$ cat config.mk
export PLATFORM = sky130hd
export DESIGN_NAME = spi_master_param
export DESIGN_NICKNAME = d
export VERILOG_FILES = /design/src/rtl/spi_pkg.sv /design/src/rtl/spi_tick_gen.sv /design/src/rtl/spi_master_param.sv
export SDC_FILE = /design/constraint.sdc
export NUM_CORES = 1
export LEC_CHECK = 0
export ABC_AREA = 1
export ABC_CLOCK_PERIOD_IN_PS = 3700
export BUFFER_PORTS_ARGS = -buffer_cell sky130_fd_sc_hd__buf_2
export CORE_MARGIN = 10
export CORE_UTILIZATION = 63
export DETAILED_ROUTE_END_ITERATION = 8
export PLACE_DENSITY = 0.91
export SLEW_MARGIN = 0
export SYNTH_ARGS = -nofsm -noshare
export SYNTH_HDL_FRONTEND = slang
export SYNTH_SLANG_ARGS = --single-unit
$ cat constraint.sdc
create_clock -name clk -period 3.7 [get_ports clk]
set_input_delay 1.11 -clock clk [delete_from_list [all_inputs] [get_ports clk]]
set_output_delay 1.11 -clock clk [all_outputs]
set_load 0.05 [all_outputs]
$ cat src/rtl/spi_pkg.sv
// rtl/spi_pkg.sv - shared types, limits and helpers for the parametrised SPI master
package spi_pkg;

  typedef enum logic [2:0] {
    IDLE,
    SETUP,
    XFER,
    HOLD,
    DONE
  } spi_state_t;

  typedef struct packed {
    logic cpol;
    logic cpha;
    logic lsb_first;
  } spi_mode_t;

  localparam int DATA_W_MIN = 2;
  localparam int DATA_W_MAX = 32;
  localparam int NUM_CS_MIN = 1;
  localparam int NUM_CS_MAX = 16;

  // Leading edges sample when cpha=0, trailing edges sample when cpha=1.
  function automatic logic is_sample_edge(input spi_mode_t mode, input logic leading);
    return leading ^ mode.cpha;
  endfunction

endpackage

$ cat src/rtl/spi_tick_gen.sv
// rtl/spi_tick_gen.sv - loadable half-period counter emitting one tick every div_i+1 cycles
module spi_tick_gen #(
  parameter int DIV_W = 8
) (
  input  logic             clk,
  input  logic             rst_n,
  input  logic             load_i,
  input  logic             en_i,
  input  logic [DIV_W-1:0] div_i,
  output logic             tick_o
);

  logic [DIV_W-1:0] cnt_q;
  logic [DIV_W-1:0] cnt_d;

  assign tick_o = en_i && (cnt_q == div_i);

  // Restart from zero on load, wrap to zero on every tick, never count past div_i.
  always_comb begin
    cnt_d = cnt_q;
    if (load_i) begin
      cnt_d = '0;
    end else if (en_i) begin
      cnt_d = tick_o ? '0 : cnt_q + DIV_W'(1);
    end
  end

  // Counter register.
  always_ff @(posedge clk) begin
    if (!rst_n) begin
      cnt_q <= '0;
    end else begin
      cnt_q <= cnt_d;
    end
  end

endmodule

$ cat src/rtl/spi_master_param.sv
// rtl/spi_master_param.sv - SPI master with runtime mode, bit order and divider per transfer
module spi_master_param
  import spi_pkg::*;
#(
  parameter int DATA_W = 8,
  parameter int NUM_CS = 4,
  parameter int DIV_W  = 8,
  parameter int CS_W   = (NUM_CS > 1) ? $clog2(NUM_CS) : 1
) (
  input  logic              clk,
  input  logic              rst_n,
  input  logic              start,
  input  logic [DATA_W-1:0] tx_data,
  input  logic [CS_W-1:0]   cs_sel,
  input  logic              cpol,
  input  logic              cpha,
  input  logic              lsb_first,
  input  logic [DIV_W-1:0]  clk_div,
  input  logic              spi_miso,
  output logic              spi_mosi,
  output logic              spi_clk,
  output logic [NUM_CS-1:0] spi_cs_n,
  output logic              busy,
  output logic              done,
  output logic [DATA_W-1:0] rx_data
);

  localparam int EC_W = $clog2(2 * DATA_W) + 1;
  localparam logic [EC_W-1:0] LAST_EDGE = EC_W'(2 * DATA_W - 1);

  spi_state_t          state_q;
  spi_mode_t           mode_q;
  logic [DIV_W-1:0]    div_q;
  logic [DATA_W-1:0]   tx_sh_q;
  logic [DATA_W-1:0]   rx_sh_q;
  logic [EC_W-1:0]     edge_cnt_q;
  logic                sclk_q;
  logic                mosi_q;
  logic [NUM_CS-1:0]   cs_n_q;
  logic                busy_q;
  logic                done_q;
  logic [DATA_W-1:0]   rx_data_q;

  logic                accept;
  logic                tick;
  logic                tick_en;
  logic [NUM_CS-1:0]   cs_dec_d;
  logic                first_bit_d;
  logic [DATA_W-1:0]   first_shift_d;
  logic                tx_bit_d;
  logic [DATA_W-1:0]   tx_shift_d;
  logic [DATA_W-1:0]   rx_next_d;
  logic                leading;
  logic                sample_now;
  logic                last_edge;

  assign accept  = (state_q == IDLE) && start;
  assign tick_en = (state_q == SETUP) || (state_q == XFER) || (state_q == HOLD);

  spi_tick_gen #(
    .DIV_W (DIV_W)
  ) u_tick (
    .clk    (clk),
    .rst_n  (rst_n),
    .load_i (accept),
    .en_i   (tick_en),
    .div_i  (div_q),
    .tick_o (tick)
  );

  assign leading    = ~edge_cnt_q[0];
  assign sample_now = is_sample_edge(mode_q, leading);
  assign last_edge  = (edge_cnt_q == LAST_EDGE);

  // Chip-select decode; an out-of-range index leaves every line deasserted.
  always_comb begin
    cs_dec_d = '1;
    for (int i = 0; i < NUM_CS; i++) begin
      if (int'(cs_sel) == i) begin
        cs_dec_d[i] = 1'b0;
      end
    end
  end

  // Next TX bit and shifted words for the accepted word and the in-flight shift register.
  always_comb begin
    first_bit_d   = lsb_first ? tx_data[0] : tx_data[DATA_W-1];
    first_shift_d = lsb_first ? (tx_data >> 1) : (tx_data << 1);
    tx_bit_d      = mode_q.lsb_first ? tx_sh_q[0] : tx_sh_q[DATA_W-1];
    tx_shift_d    = mode_q.lsb_first ? (tx_sh_q >> 1) : (tx_sh_q << 1);
    rx_next_d     = mode_q.lsb_first ? {spi_miso, rx_sh_q[DATA_W-1:1]}
                                     : {rx_sh_q[DATA_W-2:0], spi_miso};
  end

  // Transfer FSM with registered pin and handshake outputs.
  always_ff @(posedge clk) begin
    if (!rst_n) begin
      state_q    <= IDLE;
      mode_q     <= '0;
      div_q      <= '0;
      tx_sh_q    <= '0;
      rx_sh_q    <= '0;
      edge_cnt_q <= '0;
      sclk_q     <= 1'b0;
      mosi_q     <= 1'b0;
      cs_n_q     <= '1;
      busy_q     <= 1'b0;
      done_q     <= 1'b0;
      rx_data_q  <= '0;
    end else begin
      done_q <= 1'b0;
      unique case (state_q)
        IDLE: begin
          if (start) begin
            state_q    <= SETUP;
            mode_q     <= '{cpol: cpol, cpha: cpha, lsb_first: lsb_first};
            div_q      <= clk_div;
            cs_n_q     <= cs_dec_d;
            busy_q     <= 1'b1;
            sclk_q     <= cpol;
            edge_cnt_q <= '0;
            rx_sh_q    <= '0;
            if (!cpha) begin
              mosi_q  <= first_bit_d;
              tx_sh_q <= first_shift_d;
            end else begin
              tx_sh_q <= tx_data;
            end
          end
        end
        SETUP: begin
          if (tick) begin
            state_q <= XFER;
          end
        end
        XFER: begin
          if (tick) begin
            sclk_q     <= ~sclk_q;
            edge_cnt_q <= edge_cnt_q + EC_W'(1);
            if (sample_now) begin
              rx_sh_q <= rx_next_d;
            end else if (!last_edge) begin
              mosi_q  <= tx_bit_d;
              tx_sh_q <= tx_shift_d;
            end
            if (last_edge) begin
              state_q <= HOLD;
            end
          end
        end
        HOLD: begin
          sclk_q <= mode_q.cpol;
          if (tick) begin
            state_q   <= DONE;
            cs_n_q    <= '1;
            busy_q    <= 1'b0;
            done_q    <= 1'b1;
            rx_data_q <= rx_sh_q;
          end
        end
        DONE: begin
          state_q <= IDLE;
        end
        default: begin
          state_q <= IDLE;
        end
      endcase
    end
  end

  assign spi_mosi = mosi_q;
  assign spi_clk  = sclk_q;
  assign spi_cs_n = cs_n_q;
  assign busy     = busy_q;
  assign done     = done_q;
  assign rx_data  = rx_data_q;

endmodule
==> flow_summary.toml <==
[critical_path]
r2r-end = "tx_sh_q[2]"
cpPeakStageDelay_ns = 0.36
critPathMaxFanout = 3
crit_path_cell_trace = "buf_2"
r2r_setup_slack_ns = 1.81
cp_slowest_cell = "dfxtp_1"
ff2ff_path_depth = 7
cp-start-kind = "flop"
required_ns = 2.59
path_buf_inv = 1
worstSetupEndpointType = "primary output"
reg2reg_from = "state_q[1]"
criticalPathCategory = "flop to primary output"
critPathTopFamily = "flip-flops"
worst-endpoint-arrival_ns = 0.99

[hold_path]
min_path_cells = 2
hp-class = "flop to flop"
min_from = "spi_cs_n[2]"
whs_endpoint = "spi_cs_n[2]"

[global_routing]
grt_pass1_wl_microns = 13410
busiest_layer = "met2"
track_usage = 0.1871
grt.overflow.total = 0
grt_max_degree = 28
use_met2 = 0.3271
first_global_vias = 2896
use_met1 = 0.2122
antenna_found_initial = 0
grtUsageMet3 = 0.03390

[power_and_ir_drop]
ir_worst_vdd_uv = 492.1
p_comb_frac = 0.467
swShare = 0.4534
power_density_nw_per_um2 = 767.9
p_clk_frac = 0.207
power.internal_w = 0.001547
p_leak_nw = 1.625
p_switching_w = 0.001283
seqPwrFrac = 0.326

[timing]
finalCritPeriodShare = 0.5668
min_period_ns = 2.097
max_slew_margin = 0.3883
rsz0062_at_grt = "false"
timing.final.hold_violations = 0
max_freq_ghz = 0.4768
maxSlewViolCount = 0
worst_slew_pin_slew_ns = 0.9166
clock_skew_ns = 0.009914
setup_viol = 0
fin_ws_ns = 1.603
setup-tns-final_ns = 0

[cts]
cts_resized = 0
clock_path_buffers = 2
ctsRootBufferMaster = "clkbuf_8"
cts.reportedPaths.clkPinSlew_ns = 0.07
cts_tree = "done"
cts_num_sinks = 59
htree_levels = 3
postCtsSetupBuffers = 0
hold_buffers = 0
clock_latency_ns = 0.34
cts_buffers = 9

[logic_synthesis]
ys_seq_area_frac = 0.3550
synthCells = 452
syn_area_per_cell_sq_um = 7.360
syn-num-nets = 480
synth_seq_cells = 59
ys_types = 41
yosys_warnings = 0
netlist_area_sq_um = 3327

[placed_design]
dpl.hpwl_microns = 5613
placed_cells = 546
pre_cts_ws_ns = 1.468
port_buffers = 40
placed_cell_area_sq_um = 3491
gp_congestion = 0.8856

[detailed_routing]
totalWireLength_microns = 7935
avgRoutedWirePerCell_microns = 14.14
ant_nets = 0
dr.pass1.iters = 5
via_per_inst = 5.608
dr_total_vias = 3146
drtIter0Drc = 153
drcViolationCount = 0

[final_layout]
n_fill_cell = 420
final_area_sq_um = 3685
diodes = 0
drive_above_1_share = 0.2261
stdcell_count = 561
nets = 515
area_growth_pct = 10.76

[floorplan]
dieArea_sq_um = 8588
dieWidth_microns = 92.67
die_h_microns = 92.67
start_util = 0.6514
fp.coreArea_sq_um = 5107
io_pins = 41
std_cell_rows = 26

[run_status]
status = "completed"

[job]
cap_violations = 0
-- synth_stat cells --
master    instances  area (sq um)
a21boi_0          1         7.510
a21oi_1          28         140.1
a21oi_2           6         52.55
a21oi_4           1         16.27
a22o_1            1         8.760
a22oi_1           8         60.06
a31oi_1           3         18.77
buf_2             3         15.01
buf_4             2         15.01
buf_6             6         67.56
buf_8             1         15.01
clkbuf_1          5         18.77
dfxtp_1          59          1181
ha_1              3         37.54
inv_1            44         165.2
inv_2             9         33.78
inv_4             2         12.51
nand2_1         116         435.4
nand2_2           9         56.30
nand2_4           4         45.04
nand2_8           4         80.08
nand3_1          20         100.1
nand3_2           4         40.04
nand3_4           3         52.55
nand3b_1          1         7.510
nand4_1          22         137.6
nor2_1           32         120.1
nor2_2            5         31.28
nor2_4            4         45.04
nor2_8            2         40.04
nor3_1            6         30.03
nor3_2            1         10.01
nor3b_2           1         12.51
o211ai_1          2         15.01
o21ai_0          18         90.09
o21ai_1           4         20.02
o22ai_1           2         12.51
or2_1             1         6.260
or2_2             2         12.51
xnor2_1           3         26.28
xor2_1            4         35.03
-- flip-flops by register name, summed over array words and instances, names as in the netlist --
signal and flops:
div_q 8, rx_data 8, rx_sh_q 8, tx_sh_q 8, u_tick.cnt_q 8, edge_cnt_q 5, spi_cs_n 4, mode_q 3
state_q 3, busy 1, done 1, spi_clk 1, spi_mosi 1
-- cells in the final DEF, fill, tap and decap left out, types with 2 or more instances in the layout --
cell type and instances:
nand2_1 116, dfxtp_1 59, inv_1 44, buf_2 40, nor2_1 32, a21oi_1 28, nand4_1 22, nand3_1 20
o21ai_0 18, clkbuf_8 11, inv_2 9, nand2_2 9, a22oi_1 8, a21oi_2 6, nor3_1 6, nor2_2 5
nand2_4 4, nor2_4 4, nand2_8 4, xor2_1 4, o21ai_1 4, nand3_2 4, xnor2_1 3, nand3_4 3
a31oi_1 3, ha_1 3, nor2_8 2, inv_4 2, or2_2 2, o22ai_1 2, o211ai_1 2, clkbuf_1 2
-- metal layers --
metal  wire (microns)  vias to the layer above  part of all wire
li1                 -                     1550                 -
met1             3226                     1461              0.41
met2             4026                      112              0.51
met3              474                       23             0.060
met4              207                        0             0.026
met5                0                        -                 0
-- cell families after synthesis --
| group | count (synthesis) | share of synthesized area |
|---|---|---|
| buffers and inverters | 72 | 0.1030 |
| AND/OR/NAND/NOR | 237 | 0.3795 |
| adder cells (fa/ha/maj) | 3 | 0.01128 |
| AO/OA/AOI/OAI | 74 | 0.1328 |
| XOR/XNOR | 7 | 0.01843 |
| flip-flops | 59 | 0.3550 |
-- through the flow --
| stage | hold slack, ns | utilization | total power (W) |
|---|---|---|---|
| after floorplan | 0.4298 | - | 0.002028 |
| after global placement | 0.4377 | 0.6835 | 0.002172 |
| after detailed placement | 0.4439 | 0.6835 | 0.002222 |
| after CTS | 0.4616 | 0.7215 | 0.002823 |
| after global routing | 0.4808 | 0.7215 | 0.003019 |
| final | 0.4627 | 0.7215 | 0.002829 |
-- power by group through the flow --
stage / logic (W) / clock network [W] / registers, W
finish: 0.00132 / 0.000587 / 0.000921
global route: 0.00147 / 0.000616 / 0.000936
CTS: 0.00131 / 0.000592 / 0.000917
detailed placement: 0.00129 / 0 / 0.000927
global placement: 0.00125 / 0 / 0.000920
floorplan: 0.00104 / 0 / 0.000988
-- worst max-delay path by stage --
stage,slack [ns],end,start,cells after the start
CTS,1.59,spi_clk,spi_clk,1
finish,1.60,spi_clk,spi_clk,1
global route,1.56,spi_clk,spi_clk,1
detailed placement,1.47,tx_sh_q[7],cpha,8
floorplan,1.72,rx_sh_q[7],rst_n,4
global placement,1.53,tx_sh_q[2],start,8
-- cell type report --
class | count | area (sq um) | area share
clock inverter | 2 | 35.03 | 0.009508
clock buffer | 13 | 158.9 | 0.04312
sequential | 59 | 1181 | 0.3205
timing repair buffer | 41 | 207.7 | 0.05637
inverter | 55 | 211.5 | 0.05739
multi-input combinational | 321 | 1803 | 0.4893
tap | 70 | 87.58 | 0.02377
No activity file was read; power rests on OpenSTA's default activity.
